### src/rtl/demux3_pkg.sv
// Shared constants for the 1-to-3 stream demultiplexer.
// Latency: n/a (declarations only).
// Backpressure: n/a (declarations only).
package demux3_pkg;

    localparam int NUM_LANES = 3;

    localparam int DEF_WIDTH = 8;
    localparam int DEF_CNT_W = 8;

    // Destination select encoding; the spare code marks a word to be dropped.
    localparam logic [1:0] SEL_L0      = 2'd0;
    localparam logic [1:0] SEL_L1      = 2'd1;
    localparam logic [1:0] SEL_L2      = 2'd2;
    localparam logic [1:0] SEL_ILLEGAL = 2'd3;

    function automatic logic is_illegal(input logic [1:0] sel);
        return sel == SEL_ILLEGAL;
    endfunction

endpackage

### src/rtl/demux3_stream_if.sv
// Handshake bundle for demux3_stream: one input stream, three output lanes.
// Latency: n/a (wires only).
// Backpressure: in_ready toward the source, out_ready[2:0] from the consumers.
// Ports: in_valid/in_ready/in_data/in_sel (input stream),
//        out_valid/out_ready (per-lane handshake), out_data0..2 (lane words).
interface demux3_stream_if #(
    parameter int WIDTH = demux3_pkg::DEF_WIDTH
);
    logic             in_valid;
    logic             in_ready;
    logic [WIDTH-1:0] in_data;
    logic [1:0]       in_sel;
    logic [2:0]       out_valid;
    logic [2:0]       out_ready;
    logic [WIDTH-1:0] out_data0;
    logic [WIDTH-1:0] out_data1;
    logic [WIDTH-1:0] out_data2;

    // Demultiplexer side.
    modport slave (
        input  in_valid, in_data, in_sel, out_ready,
        output in_ready, out_valid, out_data0, out_data1, out_data2
    );

    // Source + consumers side.
    modport master (
        output in_valid, in_data, in_sel, out_ready,
        input  in_ready, out_valid, out_data0, out_data1, out_data2
    );
endinterface

### src/rtl/demux_lane_buf.sv
// One-entry output lane buffer (valid + data register).
// Latency: a word loaded at edge N is presented after edge N.
// Backpressure: free = empty or draining this cycle; load overwrites a draining word.
// Ports: clk, rst (sync active-high), load, load_data, out_ready,
//        out_valid, out_data, free.
module demux_lane_buf #(
    parameter int WIDTH = 8
) (
    input  logic             clk,
    input  logic             rst,
    input  logic             load,
    input  logic [WIDTH-1:0] load_data,
    input  logic             out_ready,
    output logic             out_valid,
    output logic [WIDTH-1:0] out_data,
    output logic             free
);

    assign free = ~out_valid | out_ready;

    always_ff @(posedge clk) begin
        if (rst) begin
            out_valid <= 1'b0;
            out_data  <= '0;
        end else if (load) begin
            // Covers the fill-while-draining case: the new word replaces
            // the departing one and valid stays high.
            out_valid <= 1'b1;
            out_data  <= load_data;
        end else if (out_valid && out_ready) begin
            // Data is left untouched so an empty lane keeps its last word.
            out_valid <= 1'b0;
        end
    end

endmodule

### src/rtl/demux3_stream.sv
// 1-to-3 registered demultiplexer: routes each input word to a lane by in_sel, drops sel==3.
// Latency: 1 cycle from input transfer to out_valid on the selected lane.
// Backpressure: in_ready follows the selected lane's free flag; illegal selects are always accepted.
// Ports: clk, rst (sync active-high), bus (demux3_stream_if.slave),
//        err_pulse (one cycle per dropped word), drop_cnt (saturating drop count).
module demux3_stream
    import demux3_pkg::*;
#(
    parameter int WIDTH = DEF_WIDTH,
    parameter int CNT_W = DEF_CNT_W
) (
    input  logic              clk,
    input  logic              rst,
    demux3_stream_if.slave    bus,
    output logic              err_pulse,
    output logic [CNT_W-1:0]  drop_cnt
);

    logic [NUM_LANES-1:0] lane_load;
    logic [NUM_LANES-1:0] lane_free;
    logic [NUM_LANES-1:0] lane_valid;
    logic [WIDTH-1:0]     lane_data [NUM_LANES];
    logic                 sel_ready;
    logic                 drop;

    // Ready is combinational from the select and the addressed lane's state.
    always_comb begin
        sel_ready = 1'b0;
        case (bus.in_sel)
            SEL_L0:  sel_ready = lane_free[0];
            SEL_L1:  sel_ready = lane_free[1];
            SEL_L2:  sel_ready = lane_free[2];
            default: sel_ready = 1'b1;
        endcase
    end

    assign bus.in_ready = sel_ready;

    always_comb begin
        lane_load = '0;
        for (int i = 0; i < NUM_LANES; i++) begin
            lane_load[i] = bus.in_valid && sel_ready && (bus.in_sel == 2'(i));
        end
    end

    assign drop = bus.in_valid && is_illegal(bus.in_sel);

    for (genvar g = 0; g < NUM_LANES; g++) begin : g_lane
        demux_lane_buf #(
            .WIDTH (WIDTH)
        ) u_lane (
            .clk       (clk),
            .rst       (rst),
            .load      (lane_load[g]),
            .load_data (bus.in_data),
            .out_ready (bus.out_ready[g]),
            .out_valid (lane_valid[g]),
            .out_data  (lane_data[g]),
            .free      (lane_free[g])
        );
    end

    assign bus.out_valid = lane_valid;
    assign bus.out_data0 = lane_data[0];
    assign bus.out_data1 = lane_data[1];
    assign bus.out_data2 = lane_data[2];

    always_ff @(posedge clk) begin
        if (rst) begin
            err_pulse <= 1'b0;
            drop_cnt  <= '0;
        end else begin
            err_pulse <= drop;
            if (drop && (drop_cnt != '1)) begin
                drop_cnt <= drop_cnt + CNT_W'(1);
            end
        end
    end

endmodule

### src/flat_wrapper.sv
// flat-port wrapper written by rule: the top's interface ports become plain ports
module demux3_stream_flat import demux3_pkg::*;
#(
    parameter int WIDTH = DEF_WIDTH,
    parameter int CNT_W = DEF_CNT_W
)
  (clk, rst, err_pulse, drop_cnt, bus_in_valid, bus_in_data, bus_in_sel, bus_out_ready, bus_in_ready, bus_out_valid, bus_out_data0, bus_out_data1, bus_out_data2);
  demux3_stream_if #(.WIDTH(WIDTH)) bus_i ();
  input  logic clk;
  input  logic rst;
  output logic err_pulse;
  output logic [CNT_W-1:0] drop_cnt;
  input wire logic [$bits(bus_i.in_valid)-1:0] bus_in_valid;
  input wire logic [$bits(bus_i.in_data)-1:0] bus_in_data;
  input wire logic [$bits(bus_i.in_sel)-1:0] bus_in_sel;
  input wire logic [$bits(bus_i.out_ready)-1:0] bus_out_ready;
  output wire logic [$bits(bus_i.in_ready)-1:0] bus_in_ready;
  output wire logic [$bits(bus_i.out_valid)-1:0] bus_out_valid;
  output wire logic [$bits(bus_i.out_data0)-1:0] bus_out_data0;
  output wire logic [$bits(bus_i.out_data1)-1:0] bus_out_data1;
  output wire logic [$bits(bus_i.out_data2)-1:0] bus_out_data2;
  assign bus_i.in_valid = bus_in_valid;
  assign bus_i.in_data = bus_in_data;
  assign bus_i.in_sel = bus_in_sel;
  assign bus_i.out_ready = bus_out_ready;
  assign bus_in_ready = bus_i.in_ready;
  assign bus_out_valid = bus_i.out_valid;
  assign bus_out_data0 = bus_i.out_data0;
  assign bus_out_data1 = bus_i.out_data1;
  assign bus_out_data2 = bus_i.out_data2;
  demux3_stream #(.WIDTH(WIDTH), .CNT_W(CNT_W)) u_core (.clk(clk), .rst(rst), .bus(bus_i), .err_pulse(err_pulse), .drop_cnt(drop_cnt));
endmodule
### config.mk
export PLATFORM = sky130hd
export DESIGN_NAME = demux3_stream_flat
export DESIGN_NICKNAME = d
export VERILOG_FILES = /design/src/rtl/demux3_pkg.sv /design/src/rtl/demux3_stream_if.sv /design/src/rtl/demux_lane_buf.sv /design/src/rtl/demux3_stream.sv /design/src/flat_wrapper.sv
export SDC_FILE = /design/constraint.sdc
export NUM_CORES = 1
export LEC_CHECK = 0
export CAP_MARGIN = 20
export CORE_ASPECT_RATIO = 1.2
export CORE_MARGIN = 2
export CORE_UTILIZATION = 45
export DETAILED_ROUTE_END_ITERATION = 8
export PLACE_DENSITY = 0.81
export SLEW_MARGIN = 20
export SYNTH_ARGS = -nofsm -noshare
export SYNTH_HDL_FRONTEND = slang
export SYNTH_HIERARCHICAL = 1
export SYNTH_SLANG_ARGS = --single-unit
### constraint.sdc
create_clock -name clk -period 4.65 [get_ports clk]
set_clock_uncertainty 0.2 [all_clocks]
set_input_delay 0.93 -clock clk [delete_from_list [all_inputs] [get_ports clk]]
set_output_delay 0.93 -clock clk [all_outputs]
set_load 0.005 [all_outputs]
==> out/qor.yml, run 1 <==
detailed_routing:
  vias_per_cell: 5.17
  drt_wl_total_mm: 3.19
  dr.first_iter.drc_count: 40
  ant_nets: 0
  wire_per_inst_um: 13.5
  drt_pass1_iterations: 4
  drc: 0
  vias: 1221
cts:
  hold_buffers: 0
  clk_pin_slew_ns: 0.11
  cts_resized: 0
  cts_tree: "done"
  clock-root-buffer: "clkbuf_4"
  h-tree-depth: 2
  cts_inserted_buffers: 5
  cts_setup_buffers: 0
  clock_sinks: 36
  clkLatencyLatePin_ns: 0.34
  clockBufferDepth: 2
cells_and_area:
  area_delta_synth_final_pct: 40.5
  final_nets: 216
  stdcell_count: 236
  final_core_util_pct: 66.2
  drive_above_1_share_pct: 7.50
  fill_cells: 242
  antennaDiodeCount: 0
critical_path:
  cp.arrival_ns: 2.53
  critPathRequiredTime_ns: 3.52
  path_max_fanout: 7
  crit_path_end_kind: "output pin"
  critPathLaunchType: "input pin"
  worstSetupPathType: "in2out"
global_route:
  grt-ovfl-total: 0
  grtUsageTotal_pct: 18.6
  grt_pass1_vias: 1232
  grt_pass1_wl_mm: 5.31
  antenna_found_initial: 0
  grt_max_degree: 25
outcome:
  outcome: "finished, final reports clean"
place:
  place_inst: 228
  dpl.hpwl_mm: 2.28
  routabilityCongestion: 0.796
  port_buffers: 52
yosys:
  synth-seq-cells: 36
  syn_area_per_cell_um2: 9.86
  postSynth.asyncResetShare_pct: 0
  synthTopCellsByArea: "dfxtp_1 (50%), mux2i_1 (17%), nor2_1 (8.3%)"
  syn_nets: 163
  yosysSeqAreaShare_pct: 50.0
  synthCells: 146
  yosysMostFrequentCell: "dfxtp_1"
  synth_top_area_cell: "dfxtp_1"
  ys_types: 30
  synth_top_area_share_pct: 50.0
  synthTopCellsByCount: "dfxtp_1 (36), nor2_1 (32), mux2i_1 (25)"
  synth.cell_area_mm2: 0.00144
  synth-main-ff-cell: "dfxtp_1"
  synth_edf_count: 0
  yosysWarnings: 6
power_and_ir_drop:
  p_total_uw: 571
  total_leakage_power_nw: 0.720
  ir_drop_mv: 0.277
  powerDensity_mw_per_mm2: 282
die:
  core-area_mm2: 0.00306
  die_y_um: 66.0
  die_area_mm2: 0.00367
  io_pins: 53
  die_w_um: 55.6
  rows: 22
  initial_utilization_pct: 47.1
sta:
  final.setup.tns_ns: 0
  setup_viol: 0
  tightest_slew_ns: 0.565
  slew_viol_final: 0
  timing.fmax_mhz: 273
  slew_headroom_pct: 62.3
  rsz0062_at_grt: "false"
  hold_viol_final: 0
  min_period_ns: 3.66
  finalCritPeriodShare_pct: 78.7
run:
  cap_violations: 0
hold_path:
  hold_class: "reg2reg"
[routing by layer]
| layer | global-route usage (%) | up-vias | share of wire [%] |
|---|---|---|---|
| met3 | 8.22 | 2 | 8.0 |
| met1 | 19.3 | 575 | 42 |
| met4 | 7.01 | 0 | 0.72 |
| met5 | 0 | - | 0 |
| li1 | - | 604 | - |
| met2 | 33.0 | 40 | 49 |
[power by group]
group	internal [mW]	switching (mW)	total [mW]
clock network	0.0734	0.109	0.183
registers	0.317	0.00513	0.322
logic	0.0389	0.0268	0.0657
[placed cells by master, fill, tap and decap left out, types with 2 or more instances in the layout]
| cell | n |
|---|---|
| dfxtp_1 | 36 |
| and4b_2 | 2 |
| o21ai_0 | 2 |
| mux2i_1 | 25 |
| nand2_1 | 2 |
| nand3_1 | 3 |
| a21oi_1 | 8 |
| nor2_1 | 32 |
| a211oi_1 | 2 |
| nor3_1 | 4 |
| nand2b_1 | 4 |
| clkdlybuf4s50_1 | 52 |
| inv_1 | 4 |
| clkinvlp_4 | 2 |
| clkbuf_4 | 5 |
[path summary, 6_finish.rpt]
kind | end | startpoint | cells after the start | slack [ns]
min | u_core/g_lane[0].u_lane/out_valid | u_core/g_lane[0].u_lane/out_valid | 2 | 0.31
min reg2reg | u_core/g_lane[0].u_lane/out_valid | u_core/g_lane[0].u_lane/out_valid | 2 | 0.31
max | bus_in_ready | bus_in_sel[0] | 5 | 0.99
max reg2reg | u_core/g_lane[0].u_lane/out_data[7] | u_core/g_lane[0].u_lane/out_valid | 5 | 2.92
[kinds of logic after synthesis]
| group | share of synthesized area, % |
|---|---|
| flops | 50.0 |
| compound gates | 6.43 |
| fa+ha+maj | 0.869 |
| mux | 17.4 |
| buf+inv | 4.95 |
| simple gates | 19.7 |
| xor+xnor | 0.608 |
[layout make-up]
| type | instances | area [um^2] | area share (%) |
|---|---|---|---|
| Sequential cell | 36 | 721 | 35.6 |
| Timing Repair Buffer | 53 | 528 | 26.1 |
| Inverter | 4 | 15.0 | 0.742 |
| Clock inverter | 2 | 15.0 | 0.742 |
| Multi-Input combinational cell | 99 | 648 | 32.0 |
| Tap cell | 36 | 45.0 | 2.23 |
| Clock buffer | 6 | 51.3 | 2.54 |
[state kept, by name, summed over array words and instances (netlist names)]
signal                          cells
u_core/drop_cnt                     8
u_core/g_lane.u_lane/out_valid      3
u_core/err_pulse                    1
u_core/g_lane.u_lane/out_data      24
[per-stage QoR]
step	setup slack, ns	cell area, um^2	hold WS [ns]
after floorplan	2.01	1440	0.282
after global placement	1.08	1960	0.278
after detailed placement	0.989	1960	0.284
after CTS	0.974	2020	0.313
after global routing	0.903	2020	0.348
final	0.989	2020	0.309
[worst max-delay path, cell delays in order]
cell	delay [ns]
clkdlybuf4s50_1	0.58
and2b_2	0.26
a211oi_1	0.24
a21oi_1	0.07
clkdlybuf4s50_1	0.45
No activity file was read; power rests on OpenSTA's default activity.
==> inputs of run 2 (changes only) <==
--- a/config.mk
+++ b/config.mk
@@ -8,9 +8,9 @@
 export CAP_MARGIN = 20
 export CORE_ASPECT_RATIO = 1.2
 export CORE_MARGIN = 2
-export CORE_UTILIZATION = 45
+export CORE_UTILIZATION = 43
 export DETAILED_ROUTE_END_ITERATION = 8
-export PLACE_DENSITY = 0.81
+export PLACE_DENSITY = 0.78
 export SLEW_MARGIN = 20
 export SYNTH_ARGS = -nofsm -noshare
 export SYNTH_HDL_FRONTEND = slang
==> constraint.sdc (replaced) <==
create_clock -name clk -period 3.7 [get_ports clk]
set_clock_uncertainty 0.2 [all_clocks]
set_input_delay 0.74 -clock clk [delete_from_list [all_inputs] [get_ports clk]]
set_output_delay 0.74 -clock clk [all_outputs]
set_load 0.005 [all_outputs]
==> out/qor.yml, run 2 (same netlist as run 1, synthesis figures left out) <==
outcome:
  outcome: "finished, final reports clean"  # unchanged
sta:
  final.setup.tns_ns: 0  # unchanged
  min_period_ns: 3.32
  tightest_slew_ns: 0.613  # was 0.565 ns
  hold_viol_final: 0  # unchanged
  rsz0062_at_grt: "false"  # unchanged
  slew_viol_final: 0  # unchanged
  setup_viol: 0  # unchanged
  finalCritPeriodShare_pct: 89.7
  timing.fmax_mhz: 301
  slew_headroom_pct: 59.1  # was 62.3%
  fin_ws_ns: 0.381  # was 0.989 ns
cells_and_area:
  largestRegisters: "u_core/g_lane.u_lane/out_data (24), u_core/drop_cnt (8), u_core/g_lane.u_lane/out_valid (3)"  # unchanged
  final_nets: 216  # unchanged
  fin_area_mm2: 0.00204  # was 0.00202 mm^2
  final_common_cell: "clkdlybuf4s50_1"  # unchanged
  drive_above_1_share_pct: 6.53  # was 7.50%
  final_core_util_pct: 62.1  # was 66.2%
  antennaDiodeCount: 0  # unchanged
  layout_common_cells: "clkdlybuf4s50_1 (52), dfxtp_1 (36), nor2_1 (32)"  # unchanged
  largest_reg_flops: 24  # unchanged
  top_register: "u_core/g_lane.u_lane/out_data"  # unchanged
  area_delta_synth_final_pct: 41.4  # was 40.5%
cts:
  hold_buffers: 0  # unchanged
  cts_tree: "done"  # unchanged
  clock_sinks: 36  # unchanged
  cts_inserted_buffers: 5  # unchanged
  clk_pin_slew_ns: 0.06  # was 0.11 ns
  clock-root-buffer: "clkbuf_8"  # was clkbuf_4
  cts_setup_buffers: 0  # unchanged
  cts_resized: 0  # unchanged
  clockBufferDepth: 2  # unchanged
  h-tree-depth: 2  # unchanged
  clkLatencyLatePin_ns: 0.28  # was 0.34 ns
detailed_routing:
  ant_nets: 0  # unchanged
  vias_per_cell: 5.16  # was 5.17
  dr.first_iter.drc_count: 49  # was 40
  drt_wl_total_mm: 3.40  # was 3.19 mm
  wire_per_inst_um: 14.4  # was 13.5 um
  drc: 0  # unchanged
  drt_pass1_iterations: 4  # unchanged
  vias: 1218  # was 1221
die:
  initial_utilization_pct: 43.9  # was 47.1%
  die_area_mm2: 0.00383  # was 0.00367 mm^2
  die_w_um: 56.8  # was 55.6 um
  io_pins: 53  # unchanged
  rows: 23  # was 22
  core-area_mm2: 0.00328  # was 0.00306 mm^2
  die_y_um: 67.4  # was 66.0 um
global_route:
  grt_max_degree: 22  # was 25
  grtUsageTotal_pct: 19.6  # was 18.6%
  grt_pass1_wl_mm: 5.46  # was 5.31 mm
  antenna_found_initial: 0  # unchanged
  grt-ovfl-total: 0  # unchanged
  grt_pass1_vias: 1239  # was 1232
run:
  cap_violations: 0  # unchanged
critical_path:
  path_max_fanout: 7  # unchanged
  crit_path_end_kind: "output pin"  # unchanged
  r2r-start: "u_core/g_lane[0].u_lane/out_valid"  # unchanged
  critPathRequiredTime_ns: 2.76  # was 3.52 ns
  cp.arrival_ns: 2.38  # was 2.53 ns
  worstSetupStartpoint: "bus_in_sel[0]"  # unchanged
  worstSetupPathType: "in2out"  # unchanged
  critPathLaunchType: "input pin"  # unchanged
place:
  dpl.hpwl_mm: 2.52  # was 2.28 mm
  place_ws_ns: 0.387  # was 0.989 ns
  routabilityCongestion: 0.850  # was 0.796
  post_dp_cell_area_mm2: 0.00196  # about the same
  port_buffers: 52  # unchanged
power_and_ir_drop:
  combPwrFrac_pct: 11.2  # was 11.5%
  powerDensity_mw_per_mm2: 364  # was 282 mW/mm^2
  switching_share_pct: 22.4  # was 24.7%
  power.switching_uw: 166  # was 141 uW
  total_leakage_power_nw: 0.730  # was 0.720 nW
  ir_drop_mv: 0.318  # was 0.277 mV
  p_seq_share_pct: 54.6  # was 56.5%
  p_total_uw: 741  # was 571 uW
  clkPwrFrac_pct: 34.2  # was 32.0%
  p_int_uw: 575  # was 429 uW
hold_path:
  hold_class: "reg2reg"  # unchanged
  hp-start: "u_core/g_lane[2].u_lane/out_data[2]"  # was u_core/g_lane[0].u_lane/out_valid
==> run 2: changes by cell type in the layout (fill, tap and decap cells not counted), sizes merged <==
cell,previous run,this run
clkinv,0,1
clkinvlp,2,0
==> run 2: critical path: stages <==
cell and delay (ns):
clkdlybuf4s50_1 0.58, and2b_2 0.26, a211oi_1 0.26, a21oi_1 0.08, clkdlybuf4s50_1 0.45
==> run 2: routing by layer <==
metal / vias to the layer above / global-route usage (%) / wire length [um]
met4: 0 / 8.14 / 39
met2: 45 / 36.3 / 1740
met1: 567 / 18.4 / 1320
met5: - / 0 / 0
met3: 4 / 9.58 / 298
li1: 602 / - / -
==> run 2: worst paths after layout <==
check	to	slack (ns)	depth (start not counted)
setup / recovery	bus_in_ready	0.38	5
hold / removal	u_core/g_lane[2].u_lane/out_data[2]	0.30	2
setup reg to reg	u_core/g_lane[0].u_lane/out_data[7]	1.91	5
hold reg to reg	u_core/g_lane[2].u_lane/out_data[2]	0.30	2
==> run 2: power groups by stage <==
stage | logic, mW | clock network, mW | registers (mW)
after floorplan | 0.0353 | 0 | 0.414
after global placement | 0.0804 | 0 | 0.413
after detailed placement | 0.0834 | 0 | 0.414
after CTS | 0.0839 | 0.264 | 0.405
after global routing | 0.0910 | 0.283 | 0.406
final | 0.0828 | 0.253 | 0.405
==> run 2: stage by stage <==
step	hold WS, ns	cells
2_1_floorplan	0.282	146
3_3_place_gp	0.276	229
3_5_place_dp	0.288	229
4_1_cts	0.305	236
5_1_grt	0.338	236
6_report	0.305	236
==> run 2: cell type report <==
cell class              instances  area (um^2)
clock buffers                   6         72.6
repair buffers                 53          528
clock inverters                 1         5.00
inverters                       4         15.0
flip-flops and latches         36          721
fillers                       296         1240
multi-input cells              99          648
well taps                      37         46.3
==> inputs of run 3 (changes only) <==
--- a/config.mk
+++ b/config.mk
@@ -9,6 +9,7 @@
 export CORE_ASPECT_RATIO = 1.2
 export CORE_MARGIN = 2
 export CORE_UTILIZATION = 43
+export CTS_BUF_LIST = sky130_fd_sc_hd__clkbuf_16
 export DETAILED_ROUTE_END_ITERATION = 8
 export PLACE_DENSITY = 0.78
 export SLEW_MARGIN = 20
==> out/qor.yml, run 3 (same netlist as run 1, synthesis figures left out) <==
outcome:
  outcome: "finished, final reports clean"  # unchanged
sta:
  slew_headroom_pct: 57.8  # was 59.1%
  tightest_slew_ns: 0.633  # was 0.613 ns
  finalCritPeriodShare_pct: 89.7  # about the same
  hold_viol_final: 0  # unchanged
  min_period_ns: 3.32  # about the same
  fin_ws_ns: 0.381  # about the same
  rsz0062_at_grt: "false"  # unchanged
  setup_viol: 0  # unchanged
  final.setup.tns_ns: 0  # unchanged
  timing.fmax_mhz: 301  # about the same
  slew_viol_final: 0  # unchanged
cells_and_area:
  fill_cells: 288  # was 296
  largest_reg_flops: 24  # unchanged
  drive_above_1_share_pct: 6.53  # unchanged
  largestRegisters: "u_core/g_lane.u_lane/out_data (24), u_core/drop_cnt (8), u_core/g_lane.u_lane/out_valid (3)"  # unchanged
  final_core_util_pct: 63.8  # was 62.1%
  layout_common_cells: "clkdlybuf4s50_1 (52), dfxtp_1 (36), nor2_1 (32)"  # unchanged
  final_nets: 216  # unchanged
  final_common_cell: "clkdlybuf4s50_1"  # unchanged
  fin_area_mm2: 0.00209  # was 0.00204 mm^2
  area_delta_synth_final_pct: 45.3  # was 41.4%
  top_register: "u_core/g_lane.u_lane/out_data"  # unchanged
  antennaDiodeCount: 0  # unchanged
cts:
  cts_inserted_buffers: 5  # unchanged
  clk_pin_slew_ns: 0.05  # was 0.06 ns
  clock-root-buffer: "clkbuf_16"  # was clkbuf_8
  cts_setup_buffers: 0  # unchanged
  cts_tree: "done"  # unchanged
  clock_sinks: 36  # unchanged
  cts_resized: 0  # unchanged
  clkLatencyLatePin_ns: 0.27  # was 0.28 ns
  clockBufferDepth: 2  # unchanged
  hold_buffers: 0  # unchanged
  h-tree-depth: 2  # unchanged
power_and_ir_drop:
  total_leakage_power_nw: 0.760  # was 0.730 nW
  powerDensity_mw_per_mm2: 416  # was 364 mW/mm^2
  p_total_uw: 870  # was 741 uW
  ir_drop_mv: 0.449  # was 0.318 mV
critical_path:
  critPathLaunchType: "input pin"  # unchanged
  path_max_fanout: 7  # unchanged
  cp.arrival_ns: 2.38  # about the same
  critPathRequiredTime_ns: 2.76  # about the same
  crit_path_top_delay_cell: "clkdlybuf4s50_1"  # unchanged
  crit_chain: "clkdlybuf4s50_1, and2b_2, a211oi_1, a21oi_1, clkdlybuf4s50_1"  # unchanged
  worstSetupPathType: "in2out"  # unchanged
  cpMostUsedCell: "clkdlybuf4s50_1"  # unchanged
  crit_path_end_kind: "output pin"  # unchanged
  cpPeakStageDelay_ns: 0.58  # about the same
detailed_routing:
  drc: 0  # unchanged
  vias: 1212  # was 1218
  ant_nets: 0  # unchanged
  wire_per_inst_um: 14.7  # was 14.4 um
  drt_wl_total_mm: 3.46  # was 3.40 mm
  dr.first_iter.drc_count: 35  # was 49
  vias_per_cell: 5.14  # was 5.16
  drt_pass1_iterations: 4  # unchanged
place:
  post_dp_cell_area_mm2: 0.00196  # unchanged
  dpl.hpwl_mm: 2.52  # unchanged
  routabilityCongestion: 0.850  # unchanged
  place_ws_ns: 0.387  # unchanged
  port_buffers: 52  # unchanged
global_route:
  grt_pass1_vias: 1241  # was 1239
  grt-ovfl-total: 0  # unchanged
  grt_max_degree: 22  # unchanged
  grt_pass1_wl_mm: 5.49  # was 5.46 mm
  grtUsageTotal_pct: 19.3  # was 19.6%
  antenna_found_initial: 0  # unchanged
hold_path:
  hold_class: "reg2reg"  # unchanged
die:
  io_pins: 53  # unchanged
  die_y_um: 67.4  # unchanged
  core-area_mm2: 0.00328  # unchanged
  die_w_um: 56.8  # unchanged
  initial_utilization_pct: 43.9  # unchanged
  rows: 23  # unchanged
  die_area_mm2: 0.00383  # unchanged
run:
  cap_violations: 0  # unchanged
==> run 3: changes by cell type in the layout (fill, tap and decap cells not counted), sizes merged <==
cell and delta:
inv +1, clkbuf -1
==> run 3: power by group <==
group / switching, mW / leakage, nW / internal [mW] / total [mW]
sequential: 0.00635 / 0.292 / 0.400 / 0.406
clock: 0.139 / 0.0709 / 0.241 / 0.380
combinational: 0.0344 / 0.397 / 0.0489 / 0.0833
total: 0.180 / 0.760 / 0.690 / 0.870
==> run 3: worst paths after layout <==
| path | end | startpoint | depth (start not counted) | slack [ns] |
|---|---|---|---|---|
| worst max-delay path | bus_in_ready | bus_in_sel[0] | 5 | 0.38 |
| worst max register to register | u_core/g_lane[0].u_lane/out_data[7] | u_core/g_lane[0].u_lane/out_valid | 5 | 1.90 |
| worst min-delay path | u_core/g_lane[2].u_lane/out_data[2] | u_core/g_lane[2].u_lane/out_data[2] | 2 | 0.30 |
| worst min register to register | u_core/g_lane[2].u_lane/out_data[2] | u_core/g_lane[2].u_lane/out_data[2] | 2 | 0.30 |
==> run 3: stage by stage <==
step                      cells  hold WS, ns
after floorplan             146        0.282
after global placement      229        0.276
after detailed placement    229        0.288
after CTS                   236        0.302
after global routing        236        0.334
final                       236        0.300
==> run 3: worst max-delay path, delay by kind of cell <==
kind | cells | cell delay [ns]
buffers and inverters | 2 | 1.03
AO/OA/AOI/OAI | 2 | 0.34
AND/OR/NAND/NOR | 1 | 0.26
==> run 3: cell type report <==
cell class | count | area (um^2) | area share, %
repair buffers | 53 | 528 | 25.2
well taps | 37 | 46.3 | 2.21
flip-flops and latches | 36 | 721 | 34.4
multi-input cells | 99 | 648 | 31.0
clock buffers | 5 | 125 | 5.98
inverters | 4 | 15.0 | 0.718
clock inverters | 2 | 8.76 | 0.419
==> run 3: layer usage <==
layer | part of all wire (%) | global-route usage (%)
met1 | 38 | 18.6
met2 | 52 | 36.9
met3 | 8.4 | 7.85
met4 | 1.6 | 7.27
met5 | 0 | 0
